===== src/rtl/vga_blit_master.sv =====
// vga_blit_master: Wishbone classic initiator that copies a sprite from a
// synchronous sprite ROM into the VGA back frame buffer. Each visible pixel
// whose colour is not the transparent key costs two single writes: the
// pixel-address register, then the pixel-data register.
// Optional feature macro: VGA_BLIT_FLIP_EN -- after the last pixel the
// master writes flip_val to the frame-select register before signalling done.
module vga_blit_master #(
    parameter logic [31:0] VGA_BASE  = 32'h0000_0000,
    parameter int          SCREEN_W  = 320,
    parameter int          SCREEN_H  = 240,
    parameter logic [11:0] KEY_COLOR = 12'h000
) (
    input  logic        clk,
    input  logic        wb_rst_i,
    input  logic        start,
    input  logic [8:0]  pos_x,
    input  logic [7:0]  pos_y,
    input  logic [4:0]  spr_w,
    input  logic [4:0]  spr_h,
    input  logic        flip_val,
    output logic [7:0]  rom_addr,
    input  logic [11:0] rom_data,
    output logic        busy,
    output logic        done,
    output logic        err,
    output logic [8:0]  pix_count,
    output logic        wb_cyc_o,
    output logic        wb_stb_o,
    output logic        wb_we_o,
    output logic [31:0] wb_adr_o,
    output logic [31:0] wb_dat_o,
    output logic [3:0]  wb_sel_o,
    input  logic [31:0] wb_dat_i,
    input  logic        wb_ack_i,
    input  logic        wb_err_i
);

`ifdef VGA_BLIT_FLIP_EN
    typedef enum logic [2:0] {
        ST_IDLE    = 3'd0,
        ST_FETCH   = 3'd1,
        ST_CHECK   = 3'd2,
        ST_WR_ADDR = 3'd3,
        ST_WR_DATA = 3'd4,
        ST_NEXT    = 3'd5,
        ST_DONE    = 3'd6,
        ST_FLIP    = 3'd7
    } state_t;
`else
    typedef enum logic [2:0] {
        ST_IDLE    = 3'd0,
        ST_FETCH   = 3'd1,
        ST_CHECK   = 3'd2,
        ST_WR_ADDR = 3'd3,
        ST_WR_DATA = 3'd4,
        ST_NEXT    = 3'd5,
        ST_DONE    = 3'd6
    } state_t;
`endif

    state_t      state_r, state_nxt;
    logic [8:0]  pos_x_r, pos_x_nxt;
    logic [7:0]  pos_y_r, pos_y_nxt;
    logic [4:0]  spr_w_r, spr_w_nxt;
    logic [4:0]  spr_h_r, spr_h_nxt;
    logic [4:0]  col_r, col_nxt;
    logic [4:0]  row_r, row_nxt;
    logic [11:0] colour_r, colour_nxt;
    logic [16:0] pix_addr_r, pix_addr_nxt;
    logic [8:0]  pix_count_r, pix_count_nxt;
    logic        err_r, err_nxt;
    logic        busy_r, busy_nxt;
    logic        done_r, done_nxt;
    logic        cyc_r, cyc_nxt;
    logic [31:0] adr_r, adr_nxt;
    logic [31:0] dat_r, dat_nxt;
    logic [7:0]  rom_addr_r, rom_addr_nxt;

    // Per-state bus request, shared by every state that issues a write
    logic        bus_st_s;
    logic        bus_cnt_s;
    logic [31:0] bus_adr_s;
    logic [31:0] bus_dat_s;
    state_t      bus_next_s;

    // Screen coordinates of the current sprite pixel (10 bits, never wraps)
    logic [9:0]  px_s;
    logic [9:0]  py_s;
    logic [16:0] lin_s;
    logic        on_screen_s;
    logic [4:0]  col_inc_s;
    logic [4:0]  row_inc_s;

    // Read data and (in the default build) flip_val have no consumer
    logic        unused_s;

    assign unused_s    = ^{wb_dat_i, flip_val};
    assign px_s        = {1'b0, pos_x_r} + {5'b0_0000, col_r};
    assign py_s        = {2'b00, pos_y_r} + {5'b0_0000, row_r};
    assign lin_s       = 17'(py_s) * 17'(SCREEN_W) + 17'(px_s);
    assign on_screen_s = (px_s < 10'(SCREEN_W)) && (py_s < 10'(SCREEN_H));
    assign col_inc_s   = col_r + 5'd1;
    assign row_inc_s   = row_r + 5'd1;

    // Next-state and next-output logic for the blit sequencer
    always_comb begin
        state_nxt     = state_r;
        pos_x_nxt     = pos_x_r;
        pos_y_nxt     = pos_y_r;
        spr_w_nxt     = spr_w_r;
        spr_h_nxt     = spr_h_r;
        col_nxt       = col_r;
        row_nxt       = row_r;
        colour_nxt    = colour_r;
        pix_addr_nxt  = pix_addr_r;
        pix_count_nxt = pix_count_r;
        err_nxt       = err_r;
        busy_nxt      = busy_r;
        done_nxt      = 1'b0;
        cyc_nxt       = 1'b0;
        adr_nxt       = adr_r;
        dat_nxt       = dat_r;
        bus_st_s      = 1'b0;
        bus_cnt_s     = 1'b0;
        bus_adr_s     = VGA_BASE;
        bus_dat_s     = 32'h0000_0000;
        bus_next_s    = ST_DONE;

        case (state_r)
            ST_IDLE: begin
                if (start) begin
                    pos_x_nxt     = pos_x;
                    pos_y_nxt     = pos_y;
                    spr_w_nxt     = spr_w;
                    spr_h_nxt     = spr_h;
                    col_nxt       = 5'd0;
                    row_nxt       = 5'd0;
                    pix_count_nxt = 9'd0;
                    err_nxt       = 1'b0;
                    busy_nxt      = 1'b1;
                    if ((spr_w == 5'd0) || (spr_h == 5'd0)) begin
                        state_nxt = ST_DONE;
                    end else begin
                        state_nxt = ST_FETCH;
                    end
                end else begin
                    state_nxt = ST_IDLE;
                end
            end
            ST_FETCH: begin
                state_nxt = ST_CHECK;
            end
            ST_CHECK: begin
                if ((rom_data == KEY_COLOR) || !on_screen_s) begin
                    state_nxt = ST_NEXT;
                end else begin
                    colour_nxt   = rom_data;
                    pix_addr_nxt = lin_s;
                    state_nxt    = ST_WR_ADDR;
                end
            end
            ST_WR_ADDR: begin
                bus_st_s   = 1'b1;
                bus_adr_s  = VGA_BASE + 32'h0000_0004;
                bus_dat_s  = {15'b0, pix_addr_r};
                bus_next_s = ST_WR_DATA;
            end
            ST_WR_DATA: begin
                bus_st_s   = 1'b1;
                bus_cnt_s  = 1'b1;
                bus_adr_s  = VGA_BASE + 32'h0000_000C;
                bus_dat_s  = {20'b0, colour_r};
                bus_next_s = ST_NEXT;
            end
            ST_NEXT: begin
                if (col_inc_s == spr_w_r) begin
                    col_nxt = 5'd0;
                    row_nxt = row_inc_s;
                    if (row_inc_s == spr_h_r) begin
`ifdef VGA_BLIT_FLIP_EN
                        state_nxt = ST_FLIP;
`else
                        state_nxt = ST_DONE;
`endif
                    end else begin
                        state_nxt = ST_FETCH;
                    end
                end else begin
                    col_nxt   = col_inc_s;
                    state_nxt = ST_FETCH;
                end
            end
`ifdef VGA_BLIT_FLIP_EN
            ST_FLIP: begin
                bus_st_s   = 1'b1;
                bus_adr_s  = VGA_BASE;
                bus_dat_s  = {31'b0, flip_val};
                bus_next_s = ST_DONE;
            end
`endif
            ST_DONE: begin
                done_nxt  = 1'b1;
                busy_nxt  = 1'b0;
                state_nxt = ST_IDLE;
            end
            default: begin
                state_nxt = ST_IDLE;
            end
        endcase

        // Single-write handshake: launch from an idle bus, then hold the
        // registered request until ack/err, dropping cyc on that very edge.
        // Entering each bus state with cyc low guarantees an idle cycle
        // between consecutive writes.
        if (bus_st_s) begin
            if (!cyc_r) begin
                cyc_nxt = 1'b1;
                adr_nxt = bus_adr_s;
                dat_nxt = bus_dat_s;
            end else if (wb_err_i) begin
                cyc_nxt   = 1'b0;
                err_nxt   = 1'b1;
                state_nxt = ST_DONE;
            end else if (wb_ack_i) begin
                cyc_nxt   = 1'b0;
                state_nxt = bus_next_s;
                if (bus_cnt_s) begin
                    pix_count_nxt = pix_count_r + 9'd1;
                end else begin
                    pix_count_nxt = pix_count_r;
                end
            end else begin
                cyc_nxt = 1'b1;
            end
        end else begin
            cyc_nxt = 1'b0;
        end

        rom_addr_nxt = {row_nxt[3:0], col_nxt[3:0]};
    end

    // State and registered-output update; reset also drops the bus at once
    always_ff @(posedge clk or posedge wb_rst_i) begin
        if (wb_rst_i) begin
            state_r     <= ST_IDLE;
            pos_x_r     <= 9'd0;
            pos_y_r     <= 8'd0;
            spr_w_r     <= 5'd0;
            spr_h_r     <= 5'd0;
            col_r       <= 5'd0;
            row_r       <= 5'd0;
            colour_r    <= 12'h000;
            pix_addr_r  <= 17'd0;
            pix_count_r <= 9'd0;
            err_r       <= 1'b0;
            busy_r      <= 1'b0;
            done_r      <= 1'b0;
            cyc_r       <= 1'b0;
            adr_r       <= 32'h0000_0000;
            dat_r       <= 32'h0000_0000;
            rom_addr_r  <= 8'h00;
        end else begin
            state_r     <= state_nxt;
            pos_x_r     <= pos_x_nxt;
            pos_y_r     <= pos_y_nxt;
            spr_w_r     <= spr_w_nxt;
            spr_h_r     <= spr_h_nxt;
            col_r       <= col_nxt;
            row_r       <= row_nxt;
            colour_r    <= colour_nxt;
            pix_addr_r  <= pix_addr_nxt;
            pix_count_r <= pix_count_nxt;
            err_r       <= err_nxt;
            busy_r      <= busy_nxt;
            done_r      <= done_nxt;
            cyc_r       <= cyc_nxt;
            adr_r       <= adr_nxt;
            dat_r       <= dat_nxt;
            rom_addr_r  <= rom_addr_nxt;
        end
    end

    assign rom_addr  = rom_addr_r;
    assign busy      = busy_r;
    assign done      = done_r;
    assign err       = err_r;
    assign pix_count = pix_count_r;
    assign wb_cyc_o  = cyc_r;
    assign wb_stb_o  = cyc_r;
    assign wb_we_o   = cyc_r;
    assign wb_adr_o  = adr_r;
    assign wb_dat_o  = dat_r;
    assign wb_sel_o  = 4'hF;

endmodule


===== config.mk =====
export PLATFORM = sky130hd
export DESIGN_NAME = vga_blit_master
export DESIGN_NICKNAME = d
export VERILOG_FILES = /design/src/rtl/vga_blit_master.sv
export SDC_FILE = /design/constraint.sdc
export NUM_CORES = 1
export LEC_CHECK = 0
export BUFFER_PORTS_ARGS = -buffer_cell sky130_fd_sc_hd__buf_2
export CORE_MARGIN = 5
export CORE_UTILIZATION = 36
export DETAILED_ROUTE_END_ITERATION = 10
export PLACE_DENSITY = 0.66
export SETUP_SLACK_MARGIN = 0.1
export SYNTH_ARGS = -nofsm -noshare
export SYNTH_HDL_FRONTEND = slang
export SYNTH_SLANG_ARGS = --single-unit

===== constraint.sdc =====
create_clock -name clk -period 5.9 [get_ports clk]
set_clock_uncertainty 0.1 [all_clocks]
set_input_delay 0 -clock clk [delete_from_list [all_inputs] [get_ports clk]]
set_output_delay 0 -clock clk [all_outputs]
set_load 0.05 [all_outputs]

==> metrics.yaml <==
antenna-diode-count: 0
drc: 0
cp_data_required_time_ns: 6.03
fin_hold_ws_ns: 0.0807
static-leakage-power_uw: 0.00365
initial_core_util: 0.365
clock_buffer_count_from_cts: 9
numPortBuffers: 85
overflow: 0
top_library_cells_by_usage_in_the_layout_fill_and_taps_aside: "nand2_1 (123), dfrtp_1 (101), buf_2 (85), conb_1 (49), dlygate4sd3_1 (42)"
place.detailed.hpwl_um: 10300
cts_max_level: 3
synth_ff_type: "dfrtp_1"
globalplace.congestion: 0.816
power_density_nw_per_um2: 545
clock_latency_ns: 0.35
most_common_library_cell_in_the_layout_ignoring_fill_and_taps: "nand2_1"
seq_area_frac_synth: 0.402
initialDrtViolationCount: 201
synth_area_per_cell_um2: 9.52
worstMarginPinSlew_ns: 1.14
ioPinCount: 168
postSynthCellCount: 661
vias: 4756
number_of_synthesized_flops_with_an_enable_pin: 0
setup_viol: 0
total_wirelength_of_the_detailed_routed_design_um: 14200
reg2reg_setup_slack_ns: 1.45
max-clock-path-buffers: 2
ant_nets: 0
vias_per_cell: 4.77
setup_tns_ns: 0
dieArea_um2: 20200
max_clk_rate_ghz: 0.225
pin_count_of_the_biggest_net_entering_global_routing: 74
dpl_cell_area_um2: 6670
r2r_end: "pix_addr_r[15]"
layout_min_cycle_time_ns: 4.45
die_x_um: 142
detailedRoute.firstPassIterationCount: 5
post-route-cell-area_um2: 7390
cts_setup_buffers: 0
synth_cell_type_count: 65
tritoncts: "yes"
final_max_slew_viol_count: 0
proportion_of_synthesized_flip_flops_having_asynchronous_set_or_reset: 1.00
floorplan.core_area_um2: 17200
num_rows: 48
post_route_cells_drive_above_1_share: 0.190
root_buffer: "clkbuf_16"
min_path_type: "in2async"
global_route_wire_length_before_repair_um: 23300
crit_type: "reg2reg"
crit_path_max_fanout: 6
grtUsageTotal: 0.141
yosys_warnings: 0
final_hold_viol_count: 0
netlist_area_pre_place_um2: 6290
worst_slew_margin_rel: 0.238
number_of_antenna_violations_at_the_first_check_in_global_routing: 0
outcome: "finished, final reports clean"
clk_pin_slew_worst_paths_ns: 0.07
routed_len_inst_um: 14.2
r2r.worst_path.cells: 13
grt_setup_unrepaired: "no"
finalNetCount: 877
timing.critical_path.from_type: "flop"
final.period_utilization: 0.753
vdd_ir_drop_max_mv: 0.319
max-cap-violations: 0
cp-end-kind: "flop"
total_power_uw: 4030
via_count_of_the_first_global_routing_pass: 4647
area_growth_pct: 17.4
synth-seq-cells: 101
chipHeight_um: 142
crit_arrival_ns: 4.58
numClockSinks: 101
[synthesized netlist by cell type (3+ instances only)]
master      n  share of area
nand2_1   123          0.073
dfrtp_1   101           0.40
buf_4      59          0.070
o21ai_0    35          0.028
nor2_1     32          0.019
ha_1       29          0.058
xnor2_1    28          0.039
inv_1      18          0.011
xor2_1     17          0.024
clkbuf_1   16         0.0095
mux2_2     15          0.027
nand3_1    14          0.011
mux2_4     13          0.031
a21o_1     12          0.014
a22oi_1    12          0.014
a21oi_1    10         0.0080
a22o_1      8          0.011
a211oi_1    7         0.0083
nand2b_1    7         0.0070
nor2b_1     7         0.0070
nor3_1      6         0.0048
nor4_1      6         0.0060
and2_1      5         0.0050
o21a_1      5         0.0060
fa_1        4          0.013
mux2i_1     4         0.0064
nand3b_1    4         0.0048
nand4_1     4         0.0040
or2_2       4         0.0040
or3_1       4         0.0040
a31oi_1     3         0.0030
buf_1       3         0.0018
buf_6       3         0.0054
or4_1       3         0.0036
[what timing repair did]
item | 4_1_cts | 5_1_grt
hold buffers | 42 | 0
hold endpoints to repair | 69 | 0
resized for setup | 0 | 0
[per-stage QoR]
stage                     cells   util  worst slack, ns
after global placement      939  0.387             1.54
after floorplan             708      -             1.94
final                       997  0.429             1.45
after CTS                   997  0.429             1.45
after detailed placement    939  0.387             1.47
after global routing        997  0.429             1.18
[where the power goes]
group	internal, uW	switching [uW]
Sequential	975	253
Clock	340	265
Combinational	907	1290
Total	2220	1810
[state kept, by name (all words and copies together), names as in the netlist, named ones only]
name,flops
state_r,3
colour_r,12
spr_w_r,5
wb_cyc_o,1
busy,1
wb_adr_o,2
wb_dat_o,17
done,1
pix_count,9
err,1
pos_x_r,9
row_r,1
col_r,1
pos_y_r,8
spr_h_r,5
pix_addr_r,17
[layer usage]
layer | track usage | vias to the layer above | wire length [um]
li1 | - | 2392 | -
met1 | 0.202 | 2216 | 6940
met2 | 0.215 | 135 | 6240
met3 | 0.0323 | 13 | 780
met4 | 0.0374 | 0 | 190
met5 | 0 | - | 0
[worst max path at each step]
stage	startpoint	endpoint	slack, ns	depth (start not counted)
floorplan	flop	pix_addr_r[15]	1.94	13
global placement	flop	pix_addr_r[15]	1.54	13
detailed placement	flop	pix_addr_r[15]	1.47	13
CTS	flop	pix_addr_r[15]	1.45	13
global route	flop	pix_addr_r[15]	1.18	13
finish	flop	pix_addr_r[15]	1.45	13
[critical path, cell delays in order (launching register included)]
cell and delay [ns]:
dfrtp_1 0.46, ha_1 0.27, fa_1 0.44, a21o_1 0.19
a211oi_1 0.32, nor2_1 0.11, ha_1 0.34, ha_1 0.30
a211oi_1 0.55, nor2_1 0.17, nor4b_1 0.50, nand3_1 0.15
xor2_1 0.16, mux2_2 0.27
[cell type report]
| type | count | area (um^2) |
|---|---|---|
| Inverter | 18 | 70.1 |
| Tap cell | 225 | 282 |
| Fill cell | 1654 | 9850 |
| Clock inverter | 6 | 61.3 |
| Multi-Input combinational cell | 506 | 3330 |
| Timing Repair Buffer | 131 | 876 |
| Clock buffer | 10 | 239 |
| Sequential cell | 101 | 2530 |
[logic make-up after synthesis]
group / Yosys count / share of synthesized area
flip-flops: 101 / 0.402
adder cells (fa/ha/maj): 33 / 0.0704
AO/OA/AOI/OAI: 116 / 0.130
multiplexers: 32 / 0.0642
AND/OR/NAND/NOR: 231 / 0.171
XOR/XNOR: 45 / 0.0626
buffers and inverters: 101 / 0.0994
other: 2 / 0.00119
Note: power is estimated with default switching activity, not from simulation.
